## src/rtl/dac_seq_pkg.sv

```systemverilog
// Shared types and constants for the 8-bit DAC sample sequencer.
package dac_seq_pkg;

  localparam int DAC_CODE_W = 8;

  typedef enum logic [1:0] {
    IDLE  = 2'd0,
    PRIME = 2'd1,
    RUN   = 2'd2
  } state_t;

endpackage

```

## src/rtl/dac_seq_fifo.sv

```systemverilog
// Sample FIFO for the DAC sequencer: registered occupancy, show-ahead head entry.
module dac_seq_fifo
  import dac_seq_pkg::*;
#(
  parameter int DEPTH = 8,
  parameter int W     = DAC_CODE_W
) (
  input  logic                   clk,
  input  logic                   rst,
  input  logic                   push,
  input  logic [W-1:0]           wdata,
  input  logic                   pop,
  output logic [W-1:0]           rdata,
  output logic [$clog2(DEPTH):0] level,
  output logic                   empty,
  output logic                   full
);

  localparam int AW = $clog2(DEPTH);
  localparam int LW = AW + 1;
  localparam logic [LW-1:0] FULL_LVL = LW'(DEPTH);

  logic [W-1:0]  mem [DEPTH];
  logic [AW-1:0] wptr;
  logic [AW-1:0] rptr;
  logic          wr_en;
  logic          rd_en;

  assign empty = (level == '0);
  assign full  = (level == FULL_LVL);
  assign rdata = mem[rptr];
  assign wr_en = push && !full;
  assign rd_en = pop && !empty;

  // Power-of-two depth lets the pointers wrap by natural overflow.
  always_ff @(posedge clk) begin
    if (rst) begin
      wptr  <= '0;
      rptr  <= '0;
      level <= '0;
    end else begin
      if (wr_en) wptr <= wptr + 1'b1;
      if (rd_en) rptr <= rptr + 1'b1;
      case ({wr_en, rd_en})
        2'b10:   level <= level + 1'b1;
        2'b01:   level <= level - 1'b1;
        default: level <= level;
      endcase
    end
  end

  always_ff @(posedge clk) begin
    if (wr_en) mem[wptr] <= wdata;
  end

endmodule

```

## src/rtl/dac_8bit_sequencer.sv

```systemverilog
// Paced 8-bit DAC sample sequencer: FIFO-fed, divider-timed, IDLE/PRIME/RUN FSM.
// Optional ramp generator (ramp_mode input) is built when DAC_SEQ_RAMP_EN is defined.
module dac_8bit_sequencer
  import dac_seq_pkg::*;
#(
  parameter int DEPTH = 8,
  parameter int DIV_W = 16
) (
  input  logic                   wb_clk_i,
  input  logic                   wb_rst_i,
  input  logic                   enable,
  input  logic [DIV_W-1:0]       div,
`ifdef DAC_SEQ_RAMP_EN
  input  logic                   ramp_mode,
`endif
  input  logic [DAC_CODE_W-1:0]  s_data,
  input  logic                   s_valid,
  output logic                   s_ready,
  output logic [DAC_CODE_W-1:0]  dac_code,
  output logic                   dac_ena,
  output logic                   underflow,
  output logic [$clog2(DEPTH):0] level,
  output state_t                 dbg_state
);

  localparam int LW = $clog2(DEPTH) + 1;
  localparam logic [LW-1:0] HALF_LVL = LW'(DEPTH / 2);

`ifdef DAC_SEQ_RAMP_EN
  logic ramp_on;
  assign ramp_on = ramp_mode;
`else
  localparam logic ramp_on = 1'b0;
`endif

  state_t                  state_q;
  state_t                  state_d;
  logic [DIV_W-1:0]        cnt_q;
  logic                    tick;
  logic                    push;
  logic                    pop;
  logic                    fifo_empty;
  logic                    fifo_full;
  logic [DAC_CODE_W-1:0]   head;

  assign s_ready   = !fifo_full;
  assign push      = s_valid && s_ready;
  // A tick is only honoured while RUN is being held; the cycle enable drops
  // leaves the FIFO untouched so no sample is consumed on the way out.
  assign tick      = (state_q == RUN) && enable && (cnt_q == div);
  assign pop       = tick && !ramp_on && !fifo_empty;
  assign dbg_state = state_q;

  dac_seq_fifo #(
    .DEPTH (DEPTH),
    .W     (DAC_CODE_W)
  ) u_fifo (
    .clk   (wb_clk_i),
    .rst   (wb_rst_i),
    .push  (push),
    .wdata (s_data),
    .pop   (pop),
    .rdata (head),
    .level (level),
    .empty (fifo_empty),
    .full  (fifo_full)
  );

  always_comb begin
    state_d = state_q;
    case (state_q)
      IDLE:    if (enable) state_d = PRIME;
      PRIME: begin
        if (!enable)                            state_d = IDLE;
        else if (ramp_on || level >= HALF_LVL)  state_d = RUN;
      end
      RUN:     if (!enable) state_d = IDLE;
      default: state_d = IDLE;
    endcase
  end

  always_ff @(posedge wb_clk_i) begin
    if (wb_rst_i) begin
      state_q   <= IDLE;
      cnt_q     <= '0;
      dac_code  <= '0;
      dac_ena   <= 1'b0;
      underflow <= 1'b0;
    end else begin
      state_q   <= state_d;
      dac_ena   <= (state_d == RUN);
      underflow <= tick && !ramp_on && fifo_empty;

      if ((state_d == RUN) && (state_q != RUN)) cnt_q <= '0;
      else if (tick)                            cnt_q <= '0;
      else if (state_q == RUN)                  cnt_q <= cnt_q + 1'b1;

      if (state_d != RUN)        dac_code <= '0;
      else if (pop)              dac_code <= head;
      else if (tick && ramp_on)  dac_code <= dac_code + 1'b1;
    end
  end

endmodule
```

## config.mk

```make
export PLATFORM = sky130hd
export DESIGN_NAME = dac_8bit_sequencer
export DESIGN_NICKNAME = d
export VERILOG_FILES = /design/src/rtl/dac_seq_pkg.sv /design/src/rtl/dac_seq_fifo.sv /design/src/rtl/dac_8bit_sequencer.sv
export SDC_FILE = /design/constraint.sdc
export NUM_CORES = 1
export LEC_CHECK = 0
export BUFFER_PORTS_ARGS = -buffer_cell sky130_fd_sc_hd__buf_2
export CELL_PAD_IN_SITES_DETAIL_PLACEMENT = 0
export CELL_PAD_IN_SITES_GLOBAL_PLACEMENT = 1
export CORE_UTILIZATION = 48
export DETAILED_ROUTE_END_ITERATION = 10
export PLACE_DENSITY = 0.82
export SLEW_MARGIN = 0
export SYNTH_ARGS = -nofsm -noshare
export SYNTH_HDL_FRONTEND = slang
export SYNTH_SLANG_ARGS = --single-unit
export TNS_END_PERCENT = 20
```

## constraint.sdc

```tcl
create_clock -name wb_clk_i -period 3.25 [get_ports wb_clk_i]
set_input_delay 0 -clock wb_clk_i [delete_from_list [all_inputs] [get_ports wb_clk_i]]
set_output_delay 0 -clock wb_clk_i [all_outputs]
set_load 0.01 [all_outputs]
```

=== Yosys cells after proc, flatten, opt, wreduce, memory -nomap -nowiden ===
Memory sizes are Yosys's and may differ from the RTL's. A register that Yosys moved wholly into a read port is not among the register bits.
Cells that the tools add are included.

* Register bits after elaboration: 30
* RAM bits: 64
* Bits of input ports: 28
* Word-level logic and storage cells: 46
* Memories kept: 1

* $add $sub $neg: 5
* $lt $le $gt $ge: 1
* Equal/unequal tests: 9
* Mux-type cells: 8
* Reduce and logical (&&, ||, !) cells: 15

{| class="wikitable"
|+ Memory list
! memory !! depth !! bits a word !! rd ports !! clocked after Yosys merged registers in !! write ports !! line !! text
|-
| u_fifo.mem || 8 || 8 || 1 || 1 || 1 || dac_seq_fifo.sv:23 || <nowiki>logic [W-1:0] mem [DEPTH];</nowiki>
|}

{| class="wikitable"
|+ Operators with widths
! cell !! count
|-
| 16-bit by 1-bit adder with 16-bit output (second input constant) || 1
|-
| 16-bit == test || 1
|-
| 1-bit logical AND || 8
|-
| 2-bit two-way mux || 4
|-
| 4-bit case mux with 2 select lines || 1
|-
| 3-bit by 1-bit adder with 3-bit output (second input constant) || 2
|-
| 2-bit == test (second input constant) || 3
|-
| 2-bit case mux with 3 select lines || 1
|-
| 4-bit by 1-bit adder with 4-bit output (second input constant) || 1
|-
| 2-bit by 1-bit == test with 1-bit output (second input constant) || 2
|-
| 4-bit == test (second input constant) || 1
|-
| 4-bit by 3-bit greater-or-equal comparator with 1-bit output (second input constant) || 1
|-
| 4-bit logical NOT || 1
|-
| 2-bit inequality test (second input constant) || 2
|-
| 4-bit by 1-bit subtractor with 4-bit output (second input constant) || 1
|-
| 3-bit OR reduction || 1
|-
| 1-bit logical NOT || 2
|-
| 2-bit logical NOT || 1
|-
| 1-bit two-way mux || 2
|-
| 2-bit nonzero test || 1
|-
| 2-bit OR reduction || 1
|}

=== Depth between registers and ports, before layout ===
Gate-level depths: netlist of run 1.

* Depth in word-level cells: 7
* Mapped depth: 12
* Gate-level depth less buffers: 11

=== By module ===
Synthesis of run 1 repeated with hierarchy kept, for this count alone.

* Cell total of the unflattened synthesis: 320
* Area total of the unflattened synthesis: 4,475.5 um2

{| class="wikitable"
|+ By module, submodules not included
! module !! times used !! cells an instance !! area an instance (um2)
|-
| dac_seq_fifo || 1 || 167 || 3,126.7
|-
| dac_8bit_sequencer || 1 || 153 || 1,348.8
|}

=== Least setup slack after synthesis of run 1 ===
No wires, ideal clock.

* Path type: register -> register
* Start point: register cnt_q[0]
* End point: register u_fifo.level[3]
* Setup time: 0.071 ns
* Arrival: 2.765 ns
* Setup slack: 0.415 ns
* Cell stages (with the launch flop): 13
* Clock period less this slack: 2.835 ns
* Cells stage by stage: dfxtp_1 > nor2b_1 > a2111o_1 > nor3_4 > buf_4 > nor2b_1 > ha_1 > ha_1 > a21o_1 > a21oi_1 > xnor2_1 > or3_1 > a21oi_1

* Cells in the longest elaborated chain, start to end: 6
* Elaborated cells between the ends (all ways): 8
* Those cells by class: eq/ne: 3; mux: 1; reduce/logical: 4

{| class="wikitable"
|+ Ends and longest elaborated chain
! item !! line !! text
|-
| start, declared || dac_8bit_sequencer.sv:38 || <nowiki>logic [DIV_W-1:0] cnt_q;</nowiki>
|-
| start signal, assigned || dac_8bit_sequencer.sv:96 || <nowiki>else if (state_q == RUN) cnt_q <= cnt_q + 1'b1;</nowiki>
|-
| 16-bit == test * || dac_8bit_sequencer.sv:50 || <nowiki>assign tick = (state_q == RUN) && enable && (cnt_q == div);</nowiki>
|-
| 1-bit logical AND * || dac_8bit_sequencer.sv:50 ||
|-
| 1-bit logical AND * || dac_8bit_sequencer.sv:51 || <nowiki>assign pop = tick && !ramp_on && !fifo_empty;</nowiki>
|-
| net pop || dac_8bit_sequencer.sv:41 || <nowiki>logic pop;</nowiki>
|-
| 1-bit logical AND * || dac_seq_fifo.sv:33 || <nowiki>assign rd_en = pop && !empty;</nowiki>
|-
| 2-bit by 1-bit == test with 1-bit output / 2-bit == test (equally long branches) || dac_seq_fifo.sv:44 || <nowiki>case ({wr_en, rd_en})</nowiki>
|-
| 4-bit case mux with 2 select lines / 2-bit nonzero test (equally long branches) || n/a ||
|-
| end signal, assigned || dac_seq_fifo.sv:45 || <nowiki>2'b10: level <= level + 1'b1;</nowiki>
|-
| end signal, assigned || dac_seq_fifo.sv:46 || <nowiki>2'b01: level <= level - 1'b1;</nowiki>
|-
| end signal, assigned || dac_seq_fifo.sv:47 || <nowiki>default: level <= level;</nowiki>
|-
| end, declared || dac_seq_fifo.sv:14 || <nowiki>output logic [$clog2(DEPTH):0] level,</nowiki>
|}

The timed path passes the listed nets; every way through them passes the cells marked *.
A chain may end at the register's enable or synchronous reset.

=== Worst setup path after layout of run 1 ===
* Start point: register state_q[0], in the netlist dbg_state[0]
* End point: register u_fifo.level[3]

* Cells in the longest elaborated chain, start to end: 7
* Elaborated cells between the ends (all ways): 9
* Those cells by class: eq/ne: 3; mux: 1; reduce/logical: 5

{| class="wikitable"
|+ Ends and longest elaborated chain
! item !! line !! text
|-
| start, declared || dac_8bit_sequencer.sv:36 || <nowiki>state_t state_q;</nowiki>
|-
| start signal, assigned || dac_8bit_sequencer.sv:90 || <nowiki>state_q <= state_d;</nowiki>
|-
| 2-bit == test * || dac_8bit_sequencer.sv:50 ||
|-
| 1-bit logical AND * (2 in a row) || dac_8bit_sequencer.sv:50 ||
|-
| 1-bit logical AND * || dac_8bit_sequencer.sv:51 ||
|-
| net pop || dac_8bit_sequencer.sv:41 ||
|-
| 1-bit logical AND * || dac_seq_fifo.sv:33 ||
|-
| 2-bit by 1-bit == test with 1-bit output / 2-bit == test (equally long branches) || dac_seq_fifo.sv:44 ||
|-
| 4-bit case mux with 2 select lines / 2-bit nonzero test (equally long branches) || n/a ||
|}

Marked as above.

==> key figures, run 1 <==
Worst setup path
  • Type of the worst setup path: flop to flop
  • Delay-heaviest family, CP: simple AND/OR/NAND/NOR gates
  • CP required: 3.56 ns
  • CP max-delay cell: or4_1
  • Crit-path cells: and2b_2, o2111ai_4, or4_1, nor2b_1, ha_1, ha_1, a21o_1, a21oi_1, xnor2_1, or3_1, a21oi_1
  • Crit start category: flop
  • Setup crit end kind: flop
  • Max FO, Critical Path: 8
  • Worst path arrival time: 3.25 ns
  • Critical path's largest stage delay: 0.58 ns
  • Bufs and invs on worst path: 0

CTS
  • H-tree lvl count: 3
  • CTS tree: built
  • Clk root buf: clkbuf_8
  • CTS Buf Count: 9
  • Clock-pin slew on the worst setup and hold paths: 0.11 ns
  • CTS sink count: 102
  • Clk_lat worst skew: 0.37 ns
  • Clock Path Buffers: 2

STA
  • Period minus WS final: 2.94 ns
  • Clock Skews: 0.0158 ns
  • Setup TNS: 0 ns
  • Setup violations, final: 0
  • Post-layout worst setup margin: 0.306 ns
  • Final Hold Violating Endpoints: 0
  • Fmax: 340 MHz
  • Worst slew pin tran: 0.924 ns
  • Slew HR: 0.382
  • Final Max Slew Viols: 0
  • RSZ-0062 raised after global routing: no
  • Period utilization: 0.906

GRT
  • First-pass GRT wire length: 13500 µm
  • GRT Util Overall: 0.185
  • Initial antenna violation count: 0
  • Overflow after GRT: 0
  • Largest net degree at the start of global routing: 22
  • Vias in the first global route: 2668

Worst hold path
  • Hold Path Class: input pin to flop

Route
  • Routed vias: 2704
  • DR iter-0 viols: 150
  • Average wire per standard cell: 16.8 µm
  • Post-Route WL: 8280 µm
  • Final ANT Viol Nets: 0
  • # DRC: 14
  • TritonRoute pass-1 iters: 7
  • DR vias/cell: 5.47

Final layout
  • Commonest cells after routing, fill and taps aside: edfxtp_1 (64), buf_2 (44), dfxtp_1 (38)
  • Area grow syn2layout: 15.3%
  • Layout cells sized above 1: 0.249
  • Storage cell area: 2680 µm²
  • Final cell count without fillers: 494
  • Final nets: 416
  • N_diodes: 0
  • Fill cells: 731
  • Commonest non-fill, non-tap cell in the layout: edfxtp_1
  • Area of the multi-input gates: 1620 µm²

Floorplanning
  • Core area: 8810 µm²
  • Die height: 97.7 µm
  • I/O pin cnt: 45
  • Row cnt: 34
  • Initial core utilization: 0.500
  • Floorplan die area: 9550 µm²
  • Chip width: 97.7 µm

Run status
  • Status: finished, violations left
  • Failing checks: design-rule violations

Power
  • Peak supply drop: 0.288 mV
  • Pwr Density: 460 nW/µm²
  • Power Total: 2330 µW
  • Pleak: 0.00178 µW

Logic synthesis
  • Yosys reg bits: 102
  • Register area share after synthesis: 0.610
  • Mapped Cells: 317
  • Post-synth EDFFs: 64
  • Mean Syn Cell Area: 13.9 µm²
  • Synth Flop Type: edfxtp_1
  • Syn Nets: 352
  • Mapped cell area: 4400 µm²
  • Share of flip-flops with an asynchronous set or reset: 0
  • Yosys cell types: 44
  • Yosys warns: 0

Placement
  • Port-buffer cells: 44
  • GPL Wtd Cong: 0.774
  • HPWL Detailed: 5720 µm
  • Worst slack at placement: 0.231 ns
  • Placed cell count: 467

Flow run
  • Max Cap Viol: 0
worst register-to-register path: cells and delay by family (launching register included):
family	cells	cell delay, ns
fa+ha+maj	2	0.45
xor+xnor	1	0.09
simple gates	4	1.37
compound gates	4	0.63
flops	1	0.35
what timing repair did:
item                                    CTS  global route
resized for setup                         0             1
endpoints found under the setup margin    0             1
hold buffers                             11             0
hold endpoints to repair                 71             0
buffers inserted                          0             0
final cells by class:
class / count / area share
flip-flops and latches: 102 / 0.529
multi-input cells: 196 / 0.319
repair buffers: 65 / 0.0799
well taps: 108 / 0.0266
clock buffers: 9 / 0.0244
clock inverters: 7 / 0.0160
inverters: 7 / 0.00518
state kept, by name, indices dropped and copies added (netlist names):
register      flops
dac_code          8
underflow         1
cnt_q            16
dbg_state         2
dac_ena           1
u_fifo.level      4
u_fifo.rptr       3
u_fifo.wptr       3
u_fifo.mem       64
cells by family after synthesis:
logic type / share of synthesized area
AO/OA/AOI/OAI: 0.0512
flip-flops: 0.610
multiplexers: 0.107
adder cells (fa/ha/maj): 0.0216
buffers and inverters: 0.0230
XOR/XNOR: 0.0617
AND/OR/NAND/NOR: 0.125
metal layers:
layer,GRT usage,up-vias,share of wire
li1,-,1309,-
met1,0.229,1329,0.44
met5,0,-,0
met3,0.0429,10,0.037
met4,0.0490,0,0.011
met2,0.326,56,0.51
where the power goes:
group	total (µW)	switching, µW	leakage, µW	internal [µW]
Combinational	124	65.7	0.000791	58.6
Clock	796	486	0.000104	309
Sequential	1410	14.1	0.000888	1400
cell usage after synthesis, drive strengths merged, types with 4 or more instances:
| library cell | instances | area [µm²] |
|---|---|---|
| inv | 7 | 26.3 |
| nor2 | 32 | 120 |
| mux4 | 16 | 360 |
| xor2 | 14 | 123 |
| clkbuf | 4 | 15.0 |
| nand4 | 7 | 43.8 |
| nor2b | 7 | 43.8 |
| nand2b | 7 | 43.8 |
| a311oi | 8 | 76.3 |
| and3 | 4 | 25.0 |
| edfxtp | 64 | 1920 |
| xnor2 | 17 | 149 |
| nand3 | 13 | 65.1 |
| buf | 8 | 60.1 |
| dfxtp | 38 | 761 |
| a21oi | 14 | 77.6 |
| nor3 | 6 | 41.3 |
| mux2i | 9 | 90.1 |
| ha | 6 | 75.1 |
| nand2 | 11 | 41.3 |
worst paths after layout:
| path | depth (start not counted) | startpoint | endpoint | slack [ns] |
|---|---|---|---|---|
| max | 11 | dbg_state[0] | u_fifo.level[3] | 0.31 |
| min | 4 | enable | underflow | 0.06 |
| max reg2reg | 11 | dbg_state[0] | u_fifo.level[3] | 0.31 |
| min reg2reg | 2 | dac_code[4] | dac_code[4] | 0.52 |
stage by stage:
stage / util / instance area, µm² / hold WS (ns)
after floorplan: - / 4400 / 0.0989
after global placement: 0.540 / 4760 / 0.269
after detailed placement: 0.540 / 4760 / 0.272
after CTS: 0.576 / 5070 / 0.0414
after global routing: 0.576 / 5070 / 0.0641
final: 0.576 / 5070 / 0.0618
No activity file was read; power rests on OpenSTA's default activity.
==> run 2: changes to the inputs <==
CORE_MARGIN = 2   (was default)
==> run 2 against run 1 <==
The run now ends clean. Sequential power hardly changed. Final cell count unchanged. Clock-buffer cell count stayed put. Wire length rose by 4.7%. Design area increased by 0.84%. Critical path type unchanged. Largest cell class unchanged. Highest routed layer unchanged.
==> key figures, run 2 (synthesis gave the netlist of run 1 again) <==
Floorplanning
  • Initial core utilization: 0.500 (unchanged)
  • I/O pin cnt: 45 (unchanged)
  • Row cnt: 34 (unchanged)
  • Core area: 8810 µm² (unchanged)
  • Floorplan die area: 9950 µm² (was 9550 µm²)
  • Chip width: 99.7 µm (was 97.7 µm)
  • Die height: 99.7 µm (was 97.7 µm)

STA
  • Setup violations, final: 0 (unchanged)
  • Final Hold Violating Endpoints: 0 (unchanged)
  • Worst slew pin tran: 0.905 ns (was 0.924 ns)
  • Slew HR: 0.396 (was 0.382)
  • Period utilization: 0.901 (was 0.906)
  • Final Max Slew Viols: 0 (unchanged)
  • Period minus WS final: 2.93 ns (was 2.94 ns)
  • Fmax: 342 MHz (was 340 MHz)
  • RSZ-0062 raised after global routing: no (unchanged)
  • Setup TNS: 0 ns (unchanged)
  • Clock Skews: 0.0148 ns (was 0.0158 ns)

Final layout
  • Fill cells: 722 (was 731)
  • Final cell count without fillers: 494 (unchanged)
  • Commonest non-fill, non-tap cell in the layout: edfxtp_1 (unchanged)
  • Commonest cells after routing, fill and taps aside: edfxtp_1 (64), buf_2 (44), dfxtp_1 (38) (unchanged)
  • Max reg flops: 64 (unchanged)
  • Area grow syn2layout: 16.2% (was 15.3%)
  • N_diodes: 0 (unchanged)
  • Largest register by flop count: u_fifo.mem (unchanged)
  • Top flop regs: u_fifo.mem x64, cnt_q x16, dac_code x8 (unchanged)
  • Layout cells sized above 1: 0.251 (was 0.249)
  • Final nets: 416 (unchanged)

Worst hold path
  • Hold Path Class: input pin to flop (unchanged)

Run status
  • Status: complete, no violations (was finished, violations left)

CTS
  • Number of setup buffers added after CTS: 0 (unchanged)
  • Clock-pin slew on the worst setup and hold paths: 0.10 ns (was 0.11 ns)
  • Clk root buf: clkbuf_8 (unchanged)
  • Clk_lat worst skew: 0.37 ns (about the same)
  • CTS tree: built (unchanged)
  • Clock Path Buffers: 2 (unchanged)
  • CTS Buf Count: 9 (unchanged)
  • CTS sink count: 102 (unchanged)
  • H-tree lvl count: 3 (unchanged)

Route
  • DR vias/cell: 5.46 (was 5.47)
  • TritonRoute pass-1 iters: 4 (was 7)
  • Routed vias: 2697 (was 2704)
  • Average wire per standard cell: 17.5 µm (was 16.8 µm)
  • Post-Route WL: 8670 µm (was 8280 µm)
  • # DRC: 0 (was 14)
  • Final ANT Viol Nets: 0 (unchanged)
  • DR iter-0 viols: 100 (was 150)

Worst setup path
  • Setup crit end kind: flop (unchanged)
  • Worst path arrival time: 3.22 ns (was 3.25 ns)
  • CP required: 3.55 ns (was 3.56 ns)
  • Type of the worst setup path: flop to flop (unchanged)
  • Crit start category: flop (unchanged)
  • Max FO, Critical Path: 8 (unchanged)

Placement
  • GPL Wtd Cong: 0.847 (was 0.774)
  • HPWL Detailed: 5840 µm (was 5720 µm)
  • Port-buffer cells: 44 (unchanged)
  • Placed cell count: 467 (unchanged)

Power
  • Peak supply drop: 0.281 mV (was 0.288 mV)
  • Pwr Density: 483 nW/µm² (was 460 nW/µm²)
  • Pleak: 0.00181 µW (was 0.00178 µW)

GRT
  • GRT Util Overall: 0.186 (was 0.185)
  • Overflow after GRT: 0 (unchanged)
  • First-pass GRT wire length: 13900 µm (was 13500 µm)
  • Vias in the first global route: 2667 (was 2668)
  • Initial antenna violation count: 0 (unchanged)
  • Largest net degree at the start of global routing: 21 (was 22)

Flow run
  • Max Cap Viol: 0 (unchanged)
run 2: stage by stage:
step | hold WS (ns) | utilization | power (µW) | cell area (µm²) | worst slack [ns]
after floorplan | 0.0989 | - | 1500 | 4400 | 0.415
after detailed placement | 0.265 | 0.541 | 1560 | 4760 | 0.244
final | 0.0798 | 0.581 | 2470 | 5110 | 0.323
after global routing | 0.0839 | 0.581 | 2570 | 5110 | 0.0739
after CTS | 0.0571 | 0.581 | 2490 | 5110 | 0.213
after global placement | 0.264 | 0.541 | 1550 | 4760 | 0.325
run 2: power by group:
group          leakage, µW  switching [µW]  internal, µW
registers         0.000888            14.9          1400
logic             0.000794            67.2          58.6
clock network     0.000123             472           459
total              0.00181             554          1920
run 2: per-layer routing:
| layer | global-route usage | part of all wire |
|---|---|---|
| met5 | 0 | 0 |
| met4 | 0.0569 | 0.017 |
| met3 | 0.0520 | 0.046 |
| met2 | 0.314 | 0.51 |
| met1 | 0.236 | 0.43 |
run 2: timing repair:
| item | CTS | global route |
|---|---|---|
| hold endpoints to repair | 71 | 0 |
| gates resized for setup | 0 | 1 |
| hold buffers | 11 | 0 |
| endpoints found under the setup margin | 0 | 1 |
run 2: worst max-delay path, cell delays in order, from the launching register on:
cell	delay (ns)
dfxtp_1	0.34
and2b_2	0.33
o2111ai_4	0.16
or4_1	0.57
nor2b_1	0.14
ha_1	0.22
ha_1	0.25
a21o_1	0.17
a21oi_1	0.16
xnor2_1	0.09
or3_1	0.30
a21oi_1	0.14
run 2: path summary, 6_finish.rpt:
kind / endpoint / slack (ns) / cells after the start / start
setup / recovery: u_fifo.level[3] / 0.32 / 11 / dbg_state[0]
hold / removal: underflow / 0.08 / 4 / enable
setup reg to reg: u_fifo.level[3] / 0.32 / 11 / dbg_state[0]
hold reg to reg: dac_code[4] / 0.53 / 2 / dac_code[4]
run 2: final cells by class:
type	instances	area [µm²]	area share
repair buffers	65	405	0.0793
inverters	7	26.3	0.00514
multi-input cells	196	1620	0.317
clock buffers	9	124	0.0242
well taps	108	135	0.0264
flip-flops and latches	102	2680	0.524
clock inverters	7	119	0.0232
